===== src/rtl/hammer_campaign_ctrl.sv =====
// Rowhammer campaign sequencer: sweeps rows x two patterns over the tester,
// emitting one bit-flip result record per run on a valid/ready port.
module hammer_campaign_ctrl #(
  parameter int         ADDR_WIDTH     = 64,
  parameter int         ROW_WIDTH      = 12,
  parameter int         ROW_POS        = 10,
  parameter int         ROW_STEP       = 2,
  parameter int         ARM_CYCLES     = 2,
  parameter int         TIMEOUT_CYCLES = 1 << 24,
  parameter logic [3:0] FINISH_CODE    = 4'd5
) (
  input  logic                  clk,
  input  logic                  reset,
  input  logic                  start,
  input  logic                  abort,
  input  logic [ROW_WIDTH-1:0]  row_first,
  input  logic [ROW_WIDTH-1:0]  row_last,
  input  logic [31:0]           hammer_count,
  input  logic [63:0]           pattern_a,
  input  logic [63:0]           pattern_b,
  input  logic [3:0]            tst_state,
  input  logic [63:0]           tst_flips,
  output logic                  tst_reset,
  output logic [ADDR_WIDTH-1:0] cfg_address,
  output logic [31:0]           cfg_count,
  output logic [63:0]           cfg_pattern,
  output logic                  res_valid,
  input  logic                  res_ready,
  output logic [ROW_WIDTH-1:0]  res_row,
  output logic                  res_pat,
  output logic [63:0]           res_flips,
  output logic                  res_timeout,
  output logic                  busy,
  output logic                  done,
  output logic                  err
);

  localparam int WD_W = (TIMEOUT_CYCLES > 2) ? $clog2(TIMEOUT_CYCLES) : 1;
  localparam int AC_W = (ARM_CYCLES > 1) ? $clog2(ARM_CYCLES) : 1;
  localparam logic [WD_W-1:0] WD_LAST = WD_W'(TIMEOUT_CYCLES - 1);
  localparam logic [AC_W-1:0] ARM_LAST = AC_W'(ARM_CYCLES - 1);
  localparam logic [ROW_WIDTH:0] STEP = (ROW_WIDTH + 1)'(ROW_STEP);

  typedef enum logic [2:0] {
    S_IDLE,
    S_ARM,
    S_RUN,
    S_CAPTURE,
    S_EMIT,
    S_NEXT,
    S_DONE
  } state_t;

  state_t state, state_n;

  logic [ROW_WIDTH-1:0] row_cur;
  logic [ROW_WIDTH-1:0] row_last_q;
  logic [63:0]          pat_a_q;
  logic [63:0]          pat_b_q;
  logic                 pat;
  logic [AC_W-1:0]      arm_cnt;
  logic [WD_W-1:0]      wd;
  logic                 to_flag;
  logic [ROW_WIDTH:0]   sum;
  logic                 finished;
  logic                 start_ok;

  // One extra bit so a step past the top row terminates instead of wrapping
  assign sum      = {1'b0, row_cur} + STEP;
  assign finished = (tst_state == FINISH_CODE);
  assign start_ok = start && (row_last >= row_first);

  always_comb begin
    state_n = state;
    unique case (state)
      S_IDLE:    if (start_ok) state_n = S_ARM;
      S_ARM:     if (arm_cnt == ARM_LAST) state_n = S_RUN;
      S_RUN:     if (finished || wd == WD_LAST) state_n = S_CAPTURE;
      S_CAPTURE: state_n = S_EMIT;
      S_EMIT:    if (res_ready) state_n = S_NEXT;
      S_NEXT: begin
        if (!pat) state_n = S_ARM;
        else if (sum > {1'b0, row_last_q}) state_n = S_DONE;
        else state_n = S_ARM;
      end
      S_DONE:    state_n = S_IDLE;
      default:   state_n = S_IDLE;
    endcase
    if (abort && state != S_IDLE) state_n = S_IDLE;
  end

  always_ff @(posedge clk or negedge reset) begin
    if (!reset) state <= S_IDLE;
    else        state <= state_n;
  end

  always_ff @(posedge clk or negedge reset) begin
    if (!reset) begin
      row_cur     <= '0;
      row_last_q  <= '0;
      cfg_count   <= '0;
      pat_a_q     <= '0;
      pat_b_q     <= '0;
      pat         <= 1'b0;
      arm_cnt     <= '0;
      wd          <= '0;
      to_flag     <= 1'b0;
      res_row     <= '0;
      res_pat     <= 1'b0;
      res_flips   <= '0;
      res_timeout <= 1'b0;
      err         <= 1'b0;
    end else begin
      err <= (state == S_IDLE) && start && (row_last < row_first);
      unique case (state)
        S_IDLE: begin
          if (start_ok) begin
            row_cur    <= row_first;
            row_last_q <= row_last;
            cfg_count  <= hammer_count;
            pat_a_q    <= pattern_a;
            pat_b_q    <= pattern_b;
            pat        <= 1'b0;
            arm_cnt    <= '0;
            wd         <= '0;
          end
        end
        S_ARM: begin
          arm_cnt <= arm_cnt + 1'b1;
          wd      <= '0;
        end
        S_RUN: begin
          wd      <= wd + 1'b1;
          to_flag <= !finished;
        end
        S_CAPTURE: begin
          res_row     <= row_cur;
          res_pat     <= pat;
          res_flips   <= to_flag ? '1 : tst_flips;
          res_timeout <= to_flag;
        end
        S_NEXT: begin
          arm_cnt <= '0;
          if (!pat) begin
            pat <= 1'b1;
          end else begin
            pat <= 1'b0;
            if (sum <= {1'b0, row_last_q}) row_cur <= sum[ROW_WIDTH-1:0];
          end
        end
        default: ;
      endcase
    end
  end

  assign cfg_address = ADDR_WIDTH'(row_cur) << ROW_POS;
  assign cfg_pattern = pat ? pat_b_q : pat_a_q;
  assign busy        = (state != S_IDLE);
  // abort forces the tester into reset and drops the record in the same cycle
  assign tst_reset   = (state != S_RUN) || abort;
  assign res_valid   = (state == S_EMIT) && !abort;
  assign done        = (state == S_DONE) && !abort;

endmodule


===== config.mk =====
export PLATFORM = sky130hd
export DESIGN_NAME = hammer_campaign_ctrl
export DESIGN_NICKNAME = d
export VERILOG_FILES = /design/src/rtl/hammer_campaign_ctrl.sv
export SDC_FILE = /design/constraint.sdc
export NUM_CORES = 1
export LEC_CHECK = 0
export ABC_CLOCK_PERIOD_IN_PS = 4600
export CAP_MARGIN = 0
export CORE_MARGIN = 2
export CORE_UTILIZATION = 25
export CTS_CLUSTER_DIAMETER = 50
export CTS_CLUSTER_SIZE = 25
export DETAILED_ROUTE_END_ITERATION = 6
export GPL_TIMING_DRIVEN = 0
export PLACE_DENSITY = 0.52
export REMOVE_ABC_BUFFERS = 1
export SYNTH_ARGS = -nofsm -noshare
export SYNTH_HDL_FRONTEND = slang
export SYNTH_SLANG_ARGS = --single-unit

===== constraint.sdc =====
create_clock -name clk -period 4.6 [get_ports clk]
set_clock_uncertainty 0.15 [all_clocks]
set_input_delay 0.92 -clock clk [delete_from_list [all_inputs] [get_ports clk]]
set_output_delay 0.92 -clock clk [all_outputs]
set_load 0.05 [all_outputs]

==> impl_metrics.toml, run 1 <==
[clock_network]
h-tree-depth = 2
clockBufferDepth = 3
tritoncts = "yes"
root_buffer = "clkbuf_16"
holdBufCountCts = 0
clk_pin_slew_ns = 0.06
postCtsSetupBuffers = 0
cts_sinks = 293
clkLatencyLatePin_ns = 0.57
numCtsBuffers = 47

[synth]
ys.warnings.count = 0
synthArstFlopShare = 1.00
yosys.area.top_type = "dfrtp_1"
avgSynthCellArea_sq_um = 11.3
yosysSeqAreaShare = 0.538
yosys.area.top_type_share = 0.538
yosysUniqueCellTypes = 51
synth_area_sq_um = 13600
ys.flop_type = "dfrtp_1"
netlist_instances = 1203
ys_ff_latch = 293
synth_area_leaders = "dfrtp_1, mux2_2, mux2_1, o21ai_0, nand2_1"
synth_edf_count = 0

[setup_path]
start_kind = "primary input"
cp_slowest_stage_delay_ns = 0.67
crit_required_ns = 4.90
cp_max_fo = 34
cpMaxStageDelayCell = "a221oi_4"
rrSetupSlack_ns = 0.75
ff2ff_path_depth = 11
end_kind = "register"
path_cells = "clkdlybuf4s50_1, inv_1, ha_1, a21o_1, a221o_1, a221oi_4, nor2_4, buf_12, buf_12, a31oi_4, mux2_1"
cp.arrival_ns = 4.59
crit_top_cell = "buf_12"
cp-startpoint = "row_first[2]"
r2r-start = "row_cur[2]"
crit_type = "primary input to register"
timing.rr.end = "row_cur[2]"

[detailed_routing]
ant_nets = 0
num_vias = 10400
wl_per_cell_um = 17.6
wl_um = 42000
dr.pass1.iters = 4
viasPerCell = 4.36
drt_iter0_drc = 327
drc_errors = 0

[sta]
setup_viol = 0
worst_pin_slew_ns = 1.11
final_max_slew_viol_count = 0
slew_headroom = 0.259
timing.fmax_mhz = 233
period_minus_slack_ns = 4.30
hold_viol = 0
fin_crit_sh = 0.934
rsz0062_at_grt = "false"

[grt]
antenna_found_initial = 9
use_met2 = 0.251
use_met3 = 0.0396
track_usage = 0.147
met1_usage = 0.176
grt_pass1_vias = 10800
busiest_layer = "met2"
grt_overflow = 0
grt_max_degree = 112
grt_pass1_wl_um = 64100

[layout]
stdcell_area_sq_um = 20600
final_common_cell = "clkdlybuf4s50_1"
multiInputGateArea_sq_um = 5730
syn_to_final_growth_pct = 51.1
seqCellArea_sq_um = 7340
nets = 1928
drive_gt1_frac = 0.147
finish.utilization = 0.383
final_cell_mix = "clkdlybuf4s50_1, dfrtp_1, mux2_2"
fillCellCount = 5293

[placement]
place_hpwl_um = 30600
port-buffer-count = 447
gp_congestion = 0.774
place_area_sq_um = 18800

[pwr]
p_sw_mw = 7.79
seqPwrFrac = 0.261
power.share.combinational = 0.515
power_density_nw_per_um2 = 842
ir_drop_v = 0.000471
p_leak_nw = 8.69
p_int_mw = 9.55
p_sw_frac = 0.449
p_clk_frac = 0.224

[die]
ios = 500
core_sq_um = 53800
die_w_um = 237
initial_utilization = 0.253
num_rows = 85
die_area_sq_um = 56400
die_y_um = 237

[min_path]
hold_class = "primary input to async pin"

[flow_run]
cap_violations = 0

[outcome]
status = "finished clean"
[power groups by stage]
stage	registers [mW]	logic, mW	clock network, mW
floorplan	6.40	4.00	0
global placement	4.68	8.82	0
detailed placement	4.57	9.00	0
CTS	4.54	9.04	4.04
global route	4.71	9.44	4.14
finish	4.53	8.92	3.89
[Yosys cell counts (2+ instances only)]
cell and instances:
nand2_1 113, xor2_1 2, o21a_1 2, nor3_1 5, nand3_1 22, o21ai_0 97, a221o_1 2, nand4_1 13
nor4_1 3, inv_1 40, and3_1 5, dfrtp_1 293, buf_4 54, buf_2 20, mux2_2 135, ha_1 26
a31oi_1 3, a2111oi_0 2, mux2i_1 7, clkbuf_1 43, buf_1 3, nand2b_1 3, nor3b_1 3, xnor2_1 29
or3_1 2, mux2_1 97, and4_1 3, a21oi_1 34, a21o_1 4, a211oi_1 10, nor2_1 108
[layout make-up]
cell class,count,share of cell area
multi-input cells,802,0.278
inverters,40,0.00729
flip-flops and latches,293,0.356
clock buffers,54,0.0598
well taps,696,0.0423
diodes,2,0.000243
repair buffers,461,0.232
clock inverters,34,0.0237
[per-layer routing]
layer	routed length, um	up-vias	share of wire
met5	97	-	0.0023
met4	1270	16	0.030
met3	2650	82	0.063
met2	20900	266	0.50
met1	17100	5075	0.41
li1	-	4948	-
[critical path: cells and delay by family]
kind,cells,cell delay [ns]
compound gates,4,1.78
buf+inv,4,0.97
mux,1,0.37
fa+ha+maj,1,0.30
simple gates,1,0.25
[worst max path at each step]
stage / end / slack, ns / depth (start not counted)
final: row_cur[2] / 0.30 / 11
after global routing: row_cur[2] / 0.13 / 11
after CTS: row_cur[2] / 0.06 / 11
after detailed placement: row_cur[2] / -1.16 / 11
after global placement: res_flips[29] / -11.25 / 1
after floorplan: row_cur[10] / -4.26 / 8
[state kept, by name, summed over array words and instances (netlist names)]
name         cells
state            3
pat_b_q         64
wd              24
res_pat          1
pat_a_q         64
cfg_count       32
err              1
res_flips       64
res_timeout      1
res_row         12
arm_cnt          1
row_last_q      12
to_flag          1
row_cur         12
pat              1
[cells by family after synthesis]
kind of cell,Yosys count,synth area share
AO/OA/AOI/OAI,166,0.0698
adder cells (fa/ha/maj),26,0.0239
XOR/XNOR,31,0.0199
other,1,0.000275
buffers and inverters,160,0.0608
flip-flops,293,0.538
AND/OR/NAND/NOR,287,0.0906
multiplexers,239,0.197
[through the flow]
step / TNS (ns) / setup WS, ns / instances / power (mW) / hold slack, ns
floorplan: -529.10 / -4.26 / 1134 / 10.4 / 0.302
global placement: -4594.82 / -11.25 / 2277 / 13.5 / 0.312
detailed placement: -20.01 / -1.16 / 2291 / 13.6 / 0.320
CTS: 0 / 0.0641 / 2380 / 17.6 / 0.220
global route: 0 / 0.126 / 2381 / 18.3 / 0.251
finish: 0 / 0.302 / 2382 / 17.3 / 0.222
[timing repair]
item / in CTS / in global routing
cloned: 1 / 0
pin swaps: 1 / 0
setup endpoints to repair: 10 / 4
gates resized for setup: 1 / 1
(Power assumes the default switching activity.)
==> run 2, diff against run 1 <==
Settings changed: DONT_BUFFER_PORTS from default to 1, PLACE_DENSITY 0.52 to 0.4.
==> impl_metrics.toml, run 2 (synthesis results as in run 1) <==
[outcome]
status = "finished, violations left"
violations = "negative hold slack"

[detailed_routing]
wl_um = 38200
wl_per_cell_um = 19.8
drc_errors = 0
num_vias = 8504
drt_iter0_drc = 318
viasPerCell = 4.42
ant_nets = 0
dr.pass1.iters = 4

[sta]
setup_slack_ns = 0.260
fin_crit_sh = 0.943
timing.fmax_mhz = 230
setup_viol = 0
hold_viol = 261
worst_pin_slew_ns = 1.13
whs_ns = -0.0871
setup_tns_ns = 0
final_max_slew_viol_count = 0
slew_headroom = 0.243
period_minus_slack_ns = 4.34

[placement]
port-buffer-count = 0
place_area_sq_um = 14300
place_hpwl_um = 27400
dp_slack_ns = -0.395
gp_congestion = 0.739

[min_path]
hold_class = "primary input to async pin"

[pwr]
power_density_nw_per_um2 = 942
ir_drop_v = 0.000324
power_mw = 14.9
p_leak_nw = 6.84

[clock_network]
tritoncts = "yes"
cts_sinks = 293
clockBufferDepth = 3
h-tree-depth = 2
numCtsBuffers = 44
clkLatencyLatePin_ns = 0.56
postCtsSetupBuffers = 0
root_buffer = "clkbuf_16"
clk_pin_slew_ns = 0.05

[layout]
top_regs = "pat_a_q: 64 flops, pat_b_q: 64 flops, res_flips: 64 flops"
final_common_cell = "dfrtp_1"
finish.utilization = 0.295
stdcell_area_sq_um = 15900
nets = 1474
syn_to_final_growth_pct = 16.4
drive_gt1_frac = 0.191
fillCellCount = 5553
final_cell_mix = "dfrtp_1, mux2_2, nand2_1"

[grt]
track_usage = 0.132
grt_max_degree = 294
grt_pass1_wl_um = 56600
grt_overflow = 0
grt_pass1_vias = 8593
antenna_found_initial = 3

[setup_path]
cp_max_fo = 10
cp.arrival_ns = 4.62
start_kind = "register"
crit_required_ns = 4.88
end_kind = "register"
crit_type = "register to register"

[flow_run]
cap_violations = 0

[die]
die_w_um = 237
core_sq_um = 53800
num_rows = 85
die_area_sq_um = 56400
die_y_um = 237
initial_utilization = 0.253
ios = 500
[run 2: cell count changes in the layout (fill, tap and decap cells not counted), moves of 2 or more]
cell,before,now
buf_16,5,3
bufinv_16,9,7
clkbuf_1,4,8
inv_6,10,3
inv_8,4,0
clkinv_2,1,7
clkinvlp_4,6,3
clkdlybuf4s50_1,446,0
[run 2: path summary, 6_finish.rpt]
check                       startpoint           to  slack [ns]  cells after the start
setup / recovery            row_cur[6]   row_cur[2]        0.26                     11
hold / removal                   reset  pat_b_q[49]       -0.09                      0
setup reg to reg            row_cur[6]   row_cur[2]        0.26                     11
hold reg to reg            pat_b_q[35]  pat_b_q[35]        0.33                      1
max in group asynchronous        reset      to_flag        3.98                      0
min in group clk                 abort     state[0]        0.29                      1
[run 2: final cells by class]
type	instances	area (sq um)	share of cell area
multi-input combinational	801	5720	0.360
inverter	40	150	0.00946
tap	696	871	0.0549
antenna	1	2.50	0.000158
sequential	293	7340	0.462
clock inverter	24	337	0.0212
clock buffer	57	1220	0.0770
timing repair buffer	11	229	0.0144
[run 2: metrics by stage]
step	hold slack (ns)	std cells
2_1_floorplan	0.302	1134
5_1_grt	-0.124	1923
3_5_place_dp	0.323	1841
3_3_place_gp	0.313	1830
4_1_cts	-0.140	1922
6_report	-0.0871	1923
[run 2: timing repair]
action / in CTS / in global routing
gates resized for setup: 1 / 1
setup endpoints to repair: 10 / 10
hold endpoints to repair: 293 / 293
[run 2: worst max-delay path, cell delays in order (launching register included)]
cell and delay (ns):
dfrtp_1 0.74, inv_1 0.24, nor4_2 0.58, nand3_1 0.16, xnor2_1 0.20, ha_1 0.35
nand3_1 0.13, or4_1 0.52, o211ai_1 0.12, and3_1 0.25, a31oi_2 0.33, mux2_1 0.42
[run 2: routing by layer]
| layer | vias to the layer above | GRT usage | wire length, um |
|---|---|---|---|
| met2 | 256 | 0.222 | 19000 |
| met1 | 4163 | 0.151 | 14700 |
| met4 | 4 | 0.0406 | 941 |
| li1 | 4017 | - | - |
| met5 | - | 0 | 27 |
| met3 | 64 | 0.0573 | 3490 |
[run 2: where the power goes]
part           leakage (nW)  internal, mW  switching (mW)
clock                 0.757          2.28            1.28
sequential             3.52          3.76            2.91
combinational          2.56          1.56            3.16
==> run 3, diff against run 2 <==
Settings changed: CORE_AREA from default to 2 2 197 199, CORE_MARGIN 2 to default, CORE_UTILIZATION 25 to default, DIE_AREA from default to 0 0 199 201, PLACE_DENSITY 0.4 to 0.52.
==> impl_metrics.toml, run 3 (synthesis results as in run 1) <==
[pwr]
power_density_nw_per_um2 = 932
p_sw_frac = 0.504
seqPwrFrac = 0.460
power.share.combinational = 0.330
p_clk_frac = 0.210
p_leak_nw = 6.70
p_int_mw = 7.11
p_sw_mw = 7.24
ir_drop_v = 0.000404

[clock_network]
clk_pin_slew_ns = 0.05
h-tree-depth = 2
cts_sinks = 293
clockBufferDepth = 3
postCtsSetupBuffers = 0
tritoncts = "yes"
root_buffer = "clkbuf_16"
numCtsBuffers = 37
clkLatencyLatePin_ns = 0.55

[sta]
rsz0062_at_grt = "false"
fin_crit_sh = 0.918
period_minus_slack_ns = 4.22
final_max_slew_viol_count = 0
setup_viol = 0
timing.fmax_mhz = 237
slew_headroom = 0.261
hold_viol = 163
whs_ns = -0.0734
worst_pin_slew_ns = 1.11
setup_tns_ns = 0

[grt]
grt_overflow = 0
antenna_found_initial = 10
grt_max_degree = 294
grt_pass1_vias = 8820
track_usage = 0.170
grt_pass1_wl_um = 51900

[die]
ios = 500
die_y_um = 201
initial_utilization = 0.358
core_sq_um = 38100
die_area_sq_um = 40000
die_w_um = 199
num_rows = 72

[setup_path]
ff2ff_path_depth = 11
crit_type = "register to register"
start_kind = "register"
cp_max_fo = 10
cp-startpoint = "row_cur[7]"
cp.arrival_ns = 4.50
r2r-start = "row_cur[7]"
crit_required_ns = 4.87
end_kind = "register"

[min_path]
hold_class = "primary input to async pin"

[layout]
final_cell_mix = "dfrtp_1, mux2_2, nand2_1"
syn_to_final_growth_pct = 12.9
fillCellCount = 3699
nets = 1468
multiInputGateArea_sq_um = 5720
final_common_cell = "dfrtp_1"
top_regs = "pat_a_q: 64 flops, pat_b_q: 64 flops, res_flips: 64 flops"
instances_no_fill = 1736
drive_gt1_frac = 0.187
seqCellArea_sq_um = 7340

[detailed_routing]
wl_um = 34500
dr.pass1.iters = 7
drt_iter0_drc = 388
ant_nets = 0
wl_per_cell_um = 19.9
drc_errors = 0
num_vias = 8551
viasPerCell = 4.93

[placement]
port-buffer-count = 0
gp_congestion = 0.801
place_hpwl_um = 24900
numPlacedInstances = 1664

[flow_run]
cap_violations = 0

[outcome]
violations = "negative hold slack"
status = "finished, violations left"
[run 3: final cells by class]
class | count | share of cell area
multi-input cells | 801 | 0.372
clock buffers | 43 | 0.0664
clock inverters | 23 | 0.0168
flip-flops and latches | 293 | 0.477
inverters | 40 | 0.00976
diodes | 6 | 0.000976
well taps | 518 | 0.0421
repair buffers | 12 | 0.0151
[run 3: worst paths after layout]
path | end | slack, ns
max | row_cur[10] | 0.38
max in group asynchronous | cfg_count[18] | 3.85
max reg2reg | row_cur[10] | 0.38
min in group clk | state[0] | 0.30
min reg2reg | pat_b_q[53] | 0.33
min | res_flips[38] | -0.07
[run 3: routing by layer]
metal | GRT usage | vias to the layer above | routed length, um
met1 | 0.183 | 4118 | 12400
met3 | 0.0867 | 66 | 4170
li1 | - | 3989 | -
met4 | 0.0709 | 8 | 1190
met2 | 0.282 | 370 | 16700
met5 | 0 | - | 57
[run 3: power groups by stage]
stage | combinational, mW | sequential [mW] | clock [mW]
2_1_floorplan | 4.00 | 6.40 | 0
3_3_place_gp | 4.57 | 6.80 | 0
3_5_place_dp | 4.79 | 6.67 | 0
4_1_cts | 4.80 | 6.63 | 3.11
5_1_grt | 5.13 | 6.80 | 3.22
6_report | 4.73 | 6.60 | 3.01
[run 3: timing repair]
action	CTS	global route
gates resized for setup	0	1
hold endpoints to repair	293	293
setup endpoints to repair	0	2
[run 3: through the flow]
step	setup WS (ns)	instance area, sq um	power (mW)	utilization
CTS	0.146	15400	14.5	0.403
detailed placement	0.107	14100	11.5	0.370
floorplan	-4.26	13100	10.4	-
global route	0.0909	15400	15.2	0.404
finish	0.376	15400	14.3	0.404
global placement	-8.21	13800	11.4	0.362
[run 3: worst max-delay path, cell delays in order, from the launching register on]
cell and delay [ns]:
dfrtp_1 0.76, inv_1 0.22, nor4_2 0.55, nand3_1 0.16, xnor2_1 0.19, ha_1 0.33, nand3_1 0.12, or4_1 0.50
o211ai_1 0.12, and3_1 0.24, a31oi_2 0.34, mux2_1 0.42
